===== src/rtl/unidade_controle_pkg.sv =====
// Shared constants for the multi-cycle control unit: opcodes, T0-T3 state encoding, bus sources.
// Optional feature macro: UC_SUB_EN (enables the sub instruction on opcode 011).
package unidade_controle_pkg;

    typedef enum logic [1:0] {
        T0 = 2'd0,
        T1 = 2'd1,
        T2 = 2'd2,
        T3 = 2'd3
    } estado_t;

    localparam logic [2:0] OP_MV  = 3'b000;
    localparam logic [2:0] OP_MVI = 3'b001;
    localparam logic [2:0] OP_ADD = 3'b010;
    localparam logic [2:0] OP_SUB = 3'b011;

    localparam logic [1:0] BUS_RX  = 2'b00;
    localparam logic [1:0] BUS_RY  = 2'b01;
    localparam logic [1:0] BUS_DIN = 2'b10;
    localparam logic [1:0] BUS_G   = 2'b11;

    // Opcodes that take the three-cycle ALU path through A and G.
    function automatic logic is_alu_op(input logic [2:0] op);
`ifdef UC_SUB_EN
        return (op == OP_ADD) || (op == OP_SUB);
`else
        return (op == OP_ADD);
`endif
    endfunction

endpackage


===== src/rtl/unidade_controle_decodificador_3x8.sv =====
// One-hot 3-to-8 decoder with enable; drives the register-bank write enables.
module decodificador_3x8 (
    input  logic [2:0] idx_i,
    input  logic       en_i,
    output logic [7:0] onehot_o
);

    // Single bit set at idx_i when enabled, all zero otherwise.
    always_comb begin
        onehot_o = 8'h00;
        if (en_i) begin
            onehot_o = 8'h01 << idx_i;
        end else begin
            onehot_o = 8'h00;
        end
    end

endmodule


===== src/rtl/unidade_controle.sv =====
// Multi-cycle control unit: fetches a 9-bit IR and sequences mv/mvi/add/sub through T0-T3.
// Optional feature macro: UC_SUB_EN (opcode 011 executes sub; otherwise it is a NOP).
module unidade_controle
    import unidade_controle_pkg::*;
(
    input  logic        clock,
    input  logic        reset,
    input  logic        run,
    input  logic [15:0] din,
    output logic [2:0]  rx,
    output logic [2:0]  ry,
    output logic [2:0]  regDestino,
    output logic [7:0]  regEnable,
    output logic [1:0]  busSel,
    output logic        aIn,
    output logic        gIn,
    output logic        addSub,
    output logic        done
);

    estado_t     state_q, state_d;
    logic [8:0]  ir_q, ir_d;
    logic [2:0]  ir_op_s, ir_x_s, ir_y_s;
    logic [2:0]  rx_s, ry_s;
    logic [1:0]  bus_s;
    logic        a_in_s, g_in_s, add_sub_s, done_s, wr_en_s, sub_sel_s;
    logic        unused_din_s;

    assign ir_op_s      = ir_q[8:6];
    assign ir_x_s       = ir_q[5:3];
    assign ir_y_s       = ir_q[2:0];
    assign unused_din_s = ^din[6:0];

`ifdef UC_SUB_EN
    assign sub_sel_s = (ir_op_s == OP_SUB);
`else
    assign sub_sel_s = 1'b0;
`endif

    // State and instruction register; reset returns to fetch with a cleared IR.
    always_ff @(posedge clock) begin
        if (reset) begin
            state_q <= T0;
            ir_q    <= 9'd0;
        end else begin
            state_q <= state_d;
            ir_q    <= ir_d;
        end
    end

    // Next-state and control decode from state and IR.
    always_comb begin
        state_d   = state_q;
        ir_d      = ir_q;
        rx_s      = 3'd0;
        ry_s      = 3'd0;
        bus_s     = BUS_RX;
        a_in_s    = 1'b0;
        g_in_s    = 1'b0;
        add_sub_s = 1'b0;
        done_s    = 1'b0;
        wr_en_s   = 1'b0;
        case (state_q)
            T0: begin
                if (run) begin
                    ir_d    = din[15:7];
                    state_d = T1;
                end else begin
                    state_d = T0;
                end
            end
            T1: begin
                rx_s = ir_x_s;
                ry_s = ir_y_s;
                if (ir_op_s == OP_MV) begin
                    bus_s   = BUS_RY;
                    wr_en_s = 1'b1;
                    done_s  = 1'b1;
                    state_d = T0;
                end else if (ir_op_s == OP_MVI) begin
                    bus_s   = BUS_DIN;
                    wr_en_s = 1'b1;
                    done_s  = 1'b1;
                    state_d = T0;
                end else if (is_alu_op(ir_op_s)) begin
                    bus_s   = BUS_RX;
                    a_in_s  = 1'b1;
                    state_d = T2;
                end else begin
                    // Reserved opcode: complete immediately without touching the datapath.
                    done_s  = 1'b1;
                    state_d = T0;
                end
            end
            T2: begin
                rx_s      = ir_x_s;
                ry_s      = ir_y_s;
                bus_s     = BUS_RY;
                g_in_s    = 1'b1;
                add_sub_s = sub_sel_s;
                state_d   = T3;
            end
            T3: begin
                rx_s    = ir_x_s;
                ry_s    = ir_y_s;
                bus_s   = BUS_G;
                wr_en_s = 1'b1;
                done_s  = 1'b1;
                state_d = T0;
            end
            default: begin
                state_d = T0;
            end
        endcase
    end

    decodificador_3x8 u_dec (
        .idx_i    (ir_x_s),
        .en_i     (wr_en_s & ~reset),
        .onehot_o (regEnable)
    );

    // Reset gates every control output so no register write can happen in a reset cycle.
    assign rx         = reset ? 3'd0   : rx_s;
    assign ry         = reset ? 3'd0   : ry_s;
    assign regDestino = reset ? 3'd0   : ir_x_s;
    assign busSel     = reset ? BUS_RX : bus_s;
    assign aIn        = reset ? 1'b0   : a_in_s;
    assign gIn        = reset ? 1'b0   : g_in_s;
    assign addSub     = reset ? 1'b0   : add_sub_s;
    assign done       = reset ? 1'b0   : done_s;

endmodule


===== config.mk =====
export PLATFORM = sky130hd
export DESIGN_NAME = unidade_controle
export DESIGN_NICKNAME = d
export VERILOG_FILES = /design/src/rtl/unidade_controle_pkg.sv /design/src/rtl/unidade_controle_decodificador_3x8.sv /design/src/rtl/unidade_controle.sv
export SDC_FILE = /design/constraint.sdc
export NUM_CORES = 1
export LEC_CHECK = 0
export CORE_MARGIN = 2
export CORE_UTILIZATION = 30
export CTS_CLUSTER_DIAMETER = 80
export DETAILED_ROUTE_END_ITERATION = 12
export PLACE_DENSITY = 0.78
export SKIP_CTS_REPAIR_TIMING = 1
export SYNTH_ARGS = -nofsm -noshare
export SYNTH_HDL_FRONTEND = slang
export SYNTH_SLANG_ARGS = --single-unit

===== constraint.sdc =====
create_clock -name clock -period 1.8 [get_ports clock]
set_input_delay 0.27 -clock clock [delete_from_list [all_inputs] [get_ports clock]]
set_output_delay 0.27 -clock clock [all_outputs]
set_load 0.02 [all_outputs]

==> results.py <==
metrics = {
    "status": {
        "outcome": "complete, no violations",
    },
    "critical_path": {
        "reg2reg_to": "ir_q[5]",
        "cp_data_required_time_ps": 1530,
        "crit_chain": "clkdlybuf4s50_1, or3b_2, inv_1, clkbuf_2",
        "reg2regPathDepth": 3,
        "endpoint_kind": "primary output",
        "critPathMaxFanout": 6,
        "arrival_ps": 1500,
        "cp_slowest_cell": "clkdlybuf4s50_1",
        "path_class": "in -> out",
        "r2r_slack_ps": 460,
        "cp-start-kind": "input pin",
        "cpPeakStageDelay_ps": 510,
    },
    "timing": {
        "rsz0062_at_grt": "true",
        "fin_crit_sh_pct": 98.1,
        "timing.fmax_mhz": 566,
        "finalClockSkew_ps": 9.40,
        "finalSetupViolations": 0,
        "layout_min_cycle_time_ps": 1770,
        "fin_ws_ps": 33.6,
        "hold_viol": 0,
        "maxSlewViolCount": 0,
    },
    "global_routing": {
        "grt_pass1_wl_mm": 2.80,
        "grt_pass1_vias": 643,
        "antenna_found_initial": 0,
        "grt_max_degree": 11,
        "grt_overflow": 0,
        "grt.total_usage_pct": 14.5,
    },
    "cts": {
        "cts_buffer_depth": 2,
        "numCtsBuffers": 3,
        "clkSinkCount": 11,
        "clk_latency_ps": 270,
        "cts-root-buf": "clkbuf_4",
        "clk_pin_slew_ps": 80,
        "cts_tree": "built",
        "cts-htree-levels": 1,
    },
    "worst_hold_path": {
        "holdPathEnd": "ir_q[1]",
        "hold_path.class": "reg -> reg",
        "min_path_cells": 2,
        "worstHoldStart": "ir_q[1]",
    },
    "cells_and_area": {
        "final_util_pct": 51.3,
        "diodes": 0,
        "area_growth_pct": 64.8,
        "drive_gt1_share_pct": 38.8,
        "nNetsFinal": 141,
    },
    "drt": {
        "via_per_inst": 4.66,
        "firstDrtPassIters": 2,
        "drcViolationCount": 0,
        "antenna_left": 0,
        "totalWireLength_mm": 1.80,
        "detail_route.wl_per_cell_um": 12.1,
        "vias": 695,
        "drt_first_iter_violations": 4,
    },
    "synth": {
        "synth_edf_count": 0,
        "yosys_register_bits": 11,
        "ys_warn_count": 0,
        "synth_most_common_cell": "nand2b_1",
        "synth_common_cells": "nand2b_1, dfxtp_1, nor2b_1",
        "synth_cells": 78,
        "synthFlopType": "dfxtp_1",
        "syn_area_um2": 668,
        "synth_area_leaders": "dfxtp_1, nand2b_1, mux2i_1",
        "synth_top_area_cell": "dfxtp_1",
        "synth_seq_area_share_pct": 33.0,
        "postSynthAreaPerCell_um2": 8.57,
        "synthArstFlopShare_pct": 0,
        "ys_types": 23,
        "synth_top_area_share_pct": 33.0,
        "synth_nets": 97,
    },
    "floorplan": {
        "start_util_pct": 31.1,
        "die_x_um": 51.2,
        "die_area_um2": 2620,
        "die_h_um": 51.2,
        "rows": 17,
        "ios": 42,
        "coreArea_um2": 2150,
    },
    "pwr": {
        "powerDensity_nw_per_um2": 564,
        "leakage_uw": 0.000556,
        "vdd_drop_max_uv": 342,
    },
    "placed_design": {
        "place.gp.congestion": 0.829,
        "place_ws_ps": -442,
        "hpwl_mm": 1.38,
        "io_buffers": 33,
    },
    "run": {
        "drv_cap": 0,
    },
}
layer usage:
metal  track usage, %  wire, um  up-vias
met5                0         0        -
met4             7.66        28        0
met3             3.80        61        2
met2             22.7       887       15
met1             18.0       819      322
li1                 -         -      356
flip-flops by register name, indices dropped and copies added, names as in the netlist, named ones only:
register and count:
state_q 1, ir_q 9
per-stage QoR:
stage               hold slack [ps]  total power (uW)  TNS, ps  std cells  area [um^2]
floorplan                       411               377        0         78          668
global placement                454               452    -6200        145         1090
detailed placement              465               457    -7370        145         1090
CTS                             479               622    -7690        149         1120
global route                    505               657    -8.71        149         1100
finish                          474               621        0        149         1100
worst max path at each step:
stage                         endpoint  slack [ps]       from  cells past startpoint
after floorplan           regEnable[0]          70  flip-flop                      3
after global placement    regEnable[1]        -370      reset                      4
after detailed placement  regEnable[0]        -440      reset                      4
after CTS                 regEnable[3]        -440      reset                      4
after global routing             ry[1]          -5      reset                      4
final                              gIn          30      reset                      4
power breakdown:
| group | total, uW | internal [uW] | switching (uW) |
|---|---|---|---|
| Combinational | 172 | 91.8 | 80.2 |
| Sequential | 282 | 262 | 20.0 |
| Clock | 166 | 82.2 | 84.0 |
| Total | 621 | 436 | 184 |
logic make-up after synthesis:
logic type / synth area share (%)
buffers and inverters: 4.49
DFF: 33.0
other: 0.561
and+or+nand+nor: 44.6
AOI/OAI and AO/OA: 8.43
muxes: 8.99
worst max-delay path, delay by kind of cell:
kind	cells	cell delay [ps]
simple gates	1	490
buf+inv	3	740
layout by cell type (no fill, tap or decap), types with 2 or more instances in the layout:
cell type / Yosys / layout
buf_4: 1 / 11
o21ai_0: 2 / 2
nand2b_1: 15 / 14
nor3b_1: 3 / 3
clkdlybuf4s50_1: 0 / 11
dlymetal6s2s_1: 0 / 6
o22a_1: 3 / 3
nor3_2: 0 / 2
dfxtp_1: 11 / 10
or3b_2: 3 / 3
mux2i_1: 6 / 6
clkbuf_2: 0 / 16
nor4_2: 0 / 3
nor2b_1: 7 / 5
clkbuf_4: 0 / 3
nor2b_2: 0 / 2
or4b_1: 2 / 2
nor3_1: 4 / 2
inv_1: 2 / 2
a21oi_1: 2 / 2
layout make-up:
| type | count | area, um^2 |
|---|---|---|
| clock buffers | 3 | 22.5 |
| clock inverters | 1 | 5.00 |
| fillers | 223 | 1050 |
| inverters | 2 | 7.51 |
| multi-input cells | 60 | 462 |
| flip-flops and latches | 11 | 221 |
| well taps | 28 | 35.0 |
| repair buffers | 44 | 348 |
No activity file was read; power rests on OpenSTA's default activity.
